<file path="src/rtl/parity_sched_defs.sv">
// Shared definitions for the parity check scheduler: FSM encoding and frame width.
package parity_sched_defs;

  localparam int FRAME_W = 5;

  typedef enum logic [1:0] {
    IDLE  = 2'd0,
    CHECK = 2'd1,
    RESP  = 2'd2
  } state_e;

endpackage

</file>
<file path="src/rtl/parity5_core.sv">
// Five-input parity core; out1 is high when the frame has odd weight.
module parity5_core (
  input  logic a,
  input  logic b,
  input  logic c,
  input  logic d,
  input  logic e,
  output logic out1
);

  assign out1 = a ^ b ^ c ^ d ^ e;

endmodule

</file>
<file path="src/rtl/parity_check_sched.sv">
// Round-robin scheduler sharing one parity core among N_REQ requesters,
// returning a tagged response and keeping frame/error counters.
module parity_check_sched
  import parity_sched_defs::*;
#(
  parameter int N_REQ = 4,
  parameter int ID_W  = 2,
  parameter int CNT_W = 8
) (
  input  logic                     clk,
  input  logic                     rst,
  input  logic [N_REQ-1:0]         req_valid,
  input  logic [FRAME_W*N_REQ-1:0] req_data,
  output logic [N_REQ-1:0]         req_ready,
  output logic                     rsp_valid,
  input  logic                     rsp_ready,
  output logic [ID_W-1:0]          rsp_id,
  output logic [FRAME_W-1:0]       rsp_data,
  output logic                     rsp_err,
  output logic [CNT_W-1:0]         frame_cnt,
  output logic [CNT_W-1:0]         err_cnt,
  output logic                     busy
);

  localparam int               IW1     = ID_W + 1;
  localparam logic [IW1-1:0]   N_REQ_W = IW1'(N_REQ);
  localparam logic [ID_W-1:0]  LAST_ID = ID_W'(N_REQ - 1);
  localparam logic [ID_W-1:0]  ID_ONE  = ID_W'(1);
  localparam logic [ID_W-1:0]  ID_ZERO = {ID_W{1'b0}};
  localparam logic [CNT_W-1:0] CNT_ONE = CNT_W'(1);
  localparam logic [CNT_W-1:0] CNT_MAX = {CNT_W{1'b1}};

  // Returns {found, index} of the first valid requester at or after ptr, wrapping.
  function automatic logic [IW1-1:0] rr_pick(
    input logic [N_REQ-1:0] v,
    input logic [ID_W-1:0]  ptr
  );
    logic [IW1-1:0]  sum;
    logic [ID_W-1:0] idx;
    logic [ID_W-1:0] win;
    logic            found;
    found = 1'b0;
    win   = ID_ZERO;
    for (int i = 0; i < N_REQ; i++) begin
      sum   = {1'b0, ptr} + IW1'(i);
      idx   = (sum >= N_REQ_W) ? ID_W'(sum - N_REQ_W) : sum[ID_W-1:0];
      win   = (!found && v[idx]) ? idx : win;
      found = found | v[idx];
    end
    return {found, win};
  endfunction

  state_e           r_state;
  logic [ID_W-1:0]  r_rr_ptr;
  logic [ID_W-1:0]  r_cap_id;
  logic [FRAME_W-1:0] r_frame;
  logic             r_rsp_valid;
  logic [ID_W-1:0]  r_rsp_id;
  logic [FRAME_W-1:0] r_rsp_data;
  logic             r_rsp_err;
  logic [CNT_W-1:0] r_frame_cnt;
  logic [CNT_W-1:0] r_err_cnt;
  logic             r_busy;

  logic             w_found;
  logic [ID_W-1:0]  w_grant;
  logic [ID_W-1:0]  w_next_ptr;
  logic [FRAME_W-1:0] w_win_frame;
  logic [N_REQ-1:0] w_req_ready;
  logic             w_xfer;
  logic             w_parity;

  // Arbitration: winner selection, its frame, and the one-hot accept strobe.
  always_comb begin
    {w_found, w_grant} = rr_pick(req_valid, r_rr_ptr);
    w_win_frame = {FRAME_W{1'b0}};
    w_req_ready = {N_REQ{1'b0}};
    for (int i = 0; i < N_REQ; i++) begin
      w_win_frame = (w_grant == ID_W'(i)) ? req_data[i*FRAME_W +: FRAME_W] : w_win_frame;
    end
    if ((r_state == IDLE) && w_found) begin
      w_req_ready[w_grant] = 1'b1;
    end else begin
      w_req_ready = {N_REQ{1'b0}};
    end
  end

  assign w_xfer     = |(req_valid & w_req_ready);
  assign w_next_ptr = (w_grant == LAST_ID) ? ID_ZERO : (w_grant + ID_ONE);

  // Frame layout is {a,b,c,d,e} with a in the MSB.
  parity5_core u_core (
    .a    (r_frame[4]),
    .b    (r_frame[3]),
    .c    (r_frame[2]),
    .d    (r_frame[1]),
    .e    (r_frame[0]),
    .out1 (w_parity)
  );

  // Scheduler FSM: accept in IDLE, evaluate and count in CHECK, hold response in RESP.
  always_ff @(posedge clk) begin
    if (rst) begin
      r_state     <= IDLE;
      r_rr_ptr    <= ID_ZERO;
      r_cap_id    <= ID_ZERO;
      r_frame     <= {FRAME_W{1'b0}};
      r_rsp_valid <= 1'b0;
      r_rsp_id    <= ID_ZERO;
      r_rsp_data  <= {FRAME_W{1'b0}};
      r_rsp_err   <= 1'b0;
      r_frame_cnt <= {CNT_W{1'b0}};
      r_err_cnt   <= {CNT_W{1'b0}};
      r_busy      <= 1'b0;
    end else begin
      case (r_state)
        IDLE: begin
          if (w_xfer) begin
            r_frame  <= w_win_frame;
            r_cap_id <= w_grant;
            r_rr_ptr <= w_next_ptr;
            r_state  <= CHECK;
            r_busy   <= 1'b1;
          end
        end
        CHECK: begin
          r_rsp_err   <= w_parity;
          r_rsp_data  <= r_frame;
          r_rsp_id    <= r_cap_id;
          r_frame_cnt <= r_frame_cnt + CNT_ONE;
          if (w_parity && (r_err_cnt != CNT_MAX)) begin
            r_err_cnt <= r_err_cnt + CNT_ONE;
          end
          r_rsp_valid <= 1'b1;
          r_state     <= RESP;
        end
        RESP: begin
          if (r_rsp_valid && rsp_ready) begin
            r_rsp_valid <= 1'b0;
            r_state     <= IDLE;
            r_busy      <= 1'b0;
          end
        end
        default: begin
          r_rsp_valid <= 1'b0;
          r_state     <= IDLE;
          r_busy      <= 1'b0;
        end
      endcase
    end
  end

  assign req_ready = w_req_ready;
  assign rsp_valid = r_rsp_valid;
  assign rsp_id    = r_rsp_id;
  assign rsp_data  = r_rsp_data;
  assign rsp_err   = r_rsp_err;
  assign frame_cnt = r_frame_cnt;
  assign err_cnt   = r_err_cnt;
  assign busy      = r_busy;

endmodule
</file>
<file path="config.mk">
export PLATFORM = sky130hd
export DESIGN_NAME = parity_check_sched
export DESIGN_NICKNAME = d
export VERILOG_FILES = /design/src/rtl/parity_sched_defs.sv /design/src/rtl/parity5_core.sv /design/src/rtl/parity_check_sched.sv
export SDC_FILE = /design/constraint.sdc
export NUM_CORES = 1
export LEC_CHECK = 0
export CAP_MARGIN = 40
export CELL_PAD_IN_SITES_DETAIL_PLACEMENT = 1
export CELL_PAD_IN_SITES_GLOBAL_PLACEMENT = 1
export CORE_MARGIN = 8
export CORE_UTILIZATION = 34
export CTS_CLUSTER_SIZE = 12
export DETAILED_ROUTE_END_ITERATION = 7
export PLACE_DENSITY_LB_ADDON = 0.1
export SYNTH_ARGS = -nofsm -noshare
export SYNTH_HDL_FRONTEND = slang
export SYNTH_HIERARCHICAL = 1
export SYNTH_SLANG_ARGS = --single-unit
</file>
<file path="constraint.sdc">
create_clock -name clk -period 3.3 [get_ports clk]
set_clock_uncertainty 0.15 [all_clocks]
set_input_delay 0.495 -clock clk [delete_from_list [all_inputs] [get_ports clk]]
set_output_delay 0.495 -clock clk [all_outputs]
set_load 0.05 [all_outputs]
</file>
# After elaboration in Yosys (flattened, before gate mapping)
# Index checks and enable logic that the tools add are counted.
dict set report word_totals {
  out_inout_bits 30
  ff_bits 37
  word_cells 98
  inputBits 27
}
dict set report op_classes {
  muxes 31
  n_eq_ne 8
  n_lt_le_gt_ge 10
  add_sub_neg 10
  bitwise_logic 10
  reduce_logical 18
}
# cell count
set op_table {}
lappend op_table {{$mux W2} 11}
lappend op_table {{$mux W5} 4}
lappend op_table {{$add A8 B1 Y8 const B} 2}
lappend op_table {{$lt A2 B3 Y1 const B} 5}
lappend op_table {{$ge A3 B3 Y1 const B} 3}
lappend op_table {{$bmux W1 S2} 4}
lappend op_table {{$ne A8 B8 Y1 const B} 1}
lappend op_table {{$reduce_and A2 Y1} 4}
lappend op_table {{$sub A2 B1 Y2 const B} 4}
lappend op_table {{$logic_and A1 B1 Y1} 7}
lappend op_table {{$mux W1} 7}
lappend op_table {{$add A2 B2 Y3 const B} 2}
lappend op_table {{$eq A2 B2 Y1 const B} 3}
lappend op_table {{$pmux W1 S3} 2}
lappend op_table {{$pmux W2 S3} 1}
lappend op_table {{$and A4 B4 Y4} 1}
lappend op_table {{$eq A2 B1 Y1 const B} 2}
lappend op_table {{$logic_not A2 Y1} 2}
lappend op_table {{$mux W4} 1}
lappend op_table {{$ne A2 B2 Y1 const B} 2}
lappend op_table {{$reduce_or A4 Y1} 1}
lappend op_table {{$xor A1 B1 Y1} 4}
lappend op_table {{$add A2 B1 Y3 const B} 1}
lappend op_table {{$ge A2 B3 Y1 const B} 1}
lappend op_table {{other kinds (7)} 12}

# Depth between registers and ports, before layout
dict set report logic_depth {
  depth_word 19
  depth_mapped 10
  depth_no_buf 9
}

# Cells and area by module
# Netlist, hierarchy kept.
# mod cells_per_inst area_each_um2 seq_area_each_um2 instances
set by_module_without_submodules {}
lappend by_module_without_submodules {parity_check_sched 215 1814.2 740.7 1}
lappend by_module_without_submodules {parity5_core 3 40.0 0.0 1}

# Worst setup path before layout
# Ideal clock, no wire load.
dict set report synth_timing {
  path_type {input -> output}
  start {in req_valid[2]}
  end {out req_ready[3]}
  setup_slack_ps 665
  required_time_ps 2655
  n_path_buf 1
  path_stages 7
  t_arrival_ps 1990
  cell_sequence {nor2b_1 > a21boi_0 > o31ai_1 > inv_1 > ha_1 > clkbuf_1 > and2_1}
}
dict set report synth_via {
  elab_chain_len 12
  elab_cells_between_ends 28
  cone_classes {order compare (2); mux (15); bitwise (3); reduce/logical (8)}
}
# item line
set synth_rtl {}
lappend synth_rtl {{start: declaration} parity_check_sched.sv:12} ;# input logic [N_REQ-1:0] req_valid,
lappend synth_rtl {{$bmux W1 S2} {parity_check_sched.sv:47, parity_check_sched.sv:48}}
lappend synth_rtl {{$mux W1 (not written as such)} {parity_check_sched.sv:47, parity_check_sched.sv:48}}
lappend synth_rtl {{$logic_not A1 Y1 or $or A1 B1 Y1 (tied branches)} {parity_check_sched.sv:47, parity_check_sched.sv:48}}
lappend synth_rtl {{$logic_and A1 B1 Y1, or another cell as far along} parity_check_sched.sv:47} ;# win = (!found && v[idx]) ? idx : win;
lappend synth_rtl {{$mux W2, or another cell as far along} parity_check_sched.sv:47}
lappend synth_rtl {{$mux W2 or $logic_and A1 B1 Y1 (tied branches)} parity_check_sched.sv:47}
lappend synth_rtl {{$mux W2 *} parity_check_sched.sv:47}
lappend synth_rtl {{via w_grant[1]} parity_check_sched.sv:66} ;# logic [ID_W-1:0] w_grant;
lappend synth_rtl {{$lt A2 B3 Y1 (not written as such) or $ge A2 B1 Y1 (tied branches)} parity_check_sched.sv:82} ;# w_req_ready[w_grant] = 1'b1;
lappend synth_rtl {{$logic_and A1 B1 Y1 (not written as such)} parity_check_sched.sv:82}
lappend synth_rtl {{$mux W1 (not written as such)} parity_check_sched.sv:82}
lappend synth_rtl {{$demux W1 S2 *} parity_check_sched.sv:82}
lappend synth_rtl {{$mux W4 *} parity_check_sched.sv:81} ;# if ((r_state == IDLE) && w_found) begin
lappend synth_rtl {{end: declaration} parity_check_sched.sv:14} ;# output logic [N_REQ-1:0] req_ready,
# The timed path passes the listed nets; every way through them passes the cells marked *. The select of a mux whose other input is x is not followed.

# Worst setup path after layout
dict set report layout_timing {
  start {in req_valid[2]}
  end {out req_ready[2]}
}
# Same word-level chain as after synthesis.

==> impl_metrics.tcl <==
set metrics [dict create \
    synth_most_common_cell "dfxtp_1" \
    gp_congestion 0.746 \
    drc_errors 0 \
    ys_seq_elements 37 \
    worstPathCellList "clkdlybuf4s50_1, nor2b_1, a21boi_0, o31ai_2, inv_1, ha_1, buf_4, and2_1, buf_12" \
    reg2reg_slack_ns 0.94 \
    cts_tree "built" \
    syn_inst 218 \
    top_layer_used "met4" \
    critical_path_arrival_ns 2.46 \
    synth_edf_count 0 \
    critPathBufInv 4 \
    crit_path_end_kind "output port" \
    core_um2 5370 \
    wirelength_met1_um 2240 \
    wl_um 5090 \
    outcome "complete, no violations" \
    required_ns 2.65 \
    vdd_drop_max_mv 0.510 \
    grt_max_degree 23 \
    ys.flop_type "dfxtp_1" \
    grt_pass1_vias 1915 \
    netlist_top_cells_area "dfxtp_1 40%, a21oi_1 5.7%, nor2_1 5.3%, nand2_1 4.9%, xor2_1 4.7%" \
    setup_viol 0 \
    overflow 0 \
    ctsHoldBuffers 0 \
    wl_per_cell_um 14.6 \
    vias 1736 \
    syn_area_per_cell_um2 8.51 \
    grt_pass1_wl_um 8960 \
    ff_latch_area_um2 741 \
    hold_end "rsp_data[2]$_SDFFE_PP0P_" \
    clock_path_buffers 2 \
    cts.reportedPaths.clkPinSlew_ns 0.07 \
    final_cells 348 \
    io_buffers 56 \
    whs_ns 0.312 \
    synth_top_family_by_area "simple AND/OR/NAND/NOR gates" \
    ys_seq_area_share_pct 39.9 \
    dr_wl_met2_um 2430 \
    critPathTopFamily "buffers and inverters" \
    powerDensity_nw_per_um2 798 \
    crit_fanout 11 \
    synthXorXnorAreaFrac_pct 7.35 \
    antenna_found_initial 0 \
    cts-root-buf "clkbuf_8" \
    yosysUniqueCellTypes 44 \
    start_kind "input port" \
    dr.pass1.iters 3 \
    max_slew_margin_pct 61.4 \
    worst_r2r_path_depth 8 \
    fill_cells 626 \
    clk_latency_ns 0.28 \
    yosysWarnings 6 \
    path_class "in2out" \
    crit_slowest_cell "clkdlybuf4s50_1" \
    rsz0062_at_grt "false" \
    worstReg2RegEnd "r_cap_id[0]$_SDFFE_PP0P_" \
    min_path_type "reg2reg" \
    hold_viol_final 0 \
    vias_per_cell 4.99 \
    syn_nets 251 \
    leakage_nw 0.983 \
    hold_depth 2 \
    hp-start "rsp_data[2]$_SDFFE_PP0P_" \
    multi_input_area_um2 1030 \
    fin_tns_setup_ns 0 \
    drive_gt1_share_pct 8.70 \
    grt_usage_pct 12.9 \
    critPathMaxStageDelay_ns 0.53 \
    cap_viol_max_count 0 \
    total_power_mw 2.10 \
    max_freq_ghz 0.322 \
    dieArea_um2 8070 \
    syn2layout_area_growth_pct 41.6 \
    cts.sink_count 37 \
    cts_buffers 5 \
    timing.final.max_slew_violations 0 \
    dp_hpwl_um 3960 \
    drtAntennaViolNets 0 \
    start_util_pct 34.5 \
    antenna_cells 0 \
    yosysTopAreaCell "dfxtp_1" \
    dp.cells 341 \
    die_x_um 89.9 \
    yosys.area_share.simple_pct 24.0 \
    fin_crit_sh_pct 94.1 \
    drtIter0Drc 48 \
    r2r-start "r_rr_ptr[1]$_SDFFE_PP0P_" \
    die_h_um 89.9 \
    synthArstFlopShare_pct 0 \
    boundaryPins 57 \
    post-route-util_pct 48.9 \
    netlist_area_um2 1850 \
    rows 27 \
    synthAdderAreaFrac_pct 4.05 \
    synthTopCellsByCount "37 x dfxtp_1, 26 x nor2_1, 24 x nand2_1" \
    synth_mux_area_share_pct 1.08 \
    wl_met3_um 354 \
    final_nets 309 \
    htreeDepth 2 \
    worst_slew_pin_slew_ns 0.577 \
    finalCriticalPeriod_ns 3.10 \
    synth_top_area_share_pct 39.9 \
    synth-compound-area-share_pct 18.6 \
]
## power breakdown
group | total, mW | internal, mW | switching [mW] | leakage, nW
registers | 0.644 | 0.544 | 0.0993 | 0.301
logic | 1.14 | 0.491 | 0.646 | 0.638
clock network | 0.315 | 0.166 | 0.149 | 0.0443
## placed cells by master, fill, tap and decap left out, types with 2 or more instances in the layout
cell type         n
nand4_1           7
buf_12            4
o211ai_1          2
dfxtp_1          37
inv_1             8
nor2_1           26
clkbuf_8          6
o21ai_0           3
and3_1            3
nand3b_1          6
nand2_1          24
a221oi_1          5
mux2i_1           2
xor2_1           10
and2_1            4
xnor2_1           3
a211oi_1          6
nor2b_1           4
buf_4             7
nand3_1           2
nor3_1            7
ha_1              6
clkdlybuf4s50_1  52
a22oi_2           2
a21oi_1          21
## logic make-up after synthesis
kind of cell | after synthesis
and+or+nand+nor | 90
AOI/OAI and AO/OA | 49
adders and majority gates | 6
xor gates and xnor gates | 14
DFF | 37
muxes | 2
buffers and inverters | 20
## how the worst max path moves through the flow
stage | start | to | slack [ns] | depth (start not counted)
floorplan | req_valid[2] | req_ready[3] | 0.66 | 7
global placement | req_valid[2] | req_ready[2] | 0.19 | 9
detailed placement | req_valid[2] | r_cap_id[0]$_SDFFE_PP0P_ | 0.06 | 10
CTS | req_valid[2] | req_ready[2] | 0.11 | 9
global route | req_valid[2] | req_ready[2] | 0.02 | 9
finish | req_valid[2] | req_ready[2] | 0.20 | 9
## state kept, by name, summed over array words and instances, names as in the netlist
signal and cells:
busy 1, rsp_err 1, frame_cnt 8, err_cnt 8, r_rr_ptr 2, r_frame 5, rsp_valid 1, r_cap_id 2
rsp_data 5, r_state 2, rsp_id 2
## area by class of cell
cell class	instances	share of cell area [%]
inverter	8	1.14
sequential	37	28.2
timing repair buffer	63	24.9
tap	72	3.43
clock buffer	7	3.29
multi-input combinational	161	39.1
## timing repair
action | CTS | global route
endpoints found under the setup margin | 0 | 1
gates resized for setup | 0 | 1
setup buffers | 0 | 0
## layer usage
metal  track usage (%)  vias up
met5                 0        -
met4              4.58        0
met3              4.74        4
met2              21.6       45
met1              14.7      810
li1                  -      877
## stage by stage
step	area, µm²	setup slack (ns)
after global placement	2530	0.190
after detailed placement	2530	0.0628
after global routing	2630	0.0231
final	2630	0.196
after floorplan	1850	0.665
after CTS	2620	0.106
## worst min-delay path: stages (launching register included)
cell,delay [ns]
dfxtp_1,0.31
nand2_1,0.05
a21oi_1,0.05
Note: power is estimated with default switching activity, not from simulation.
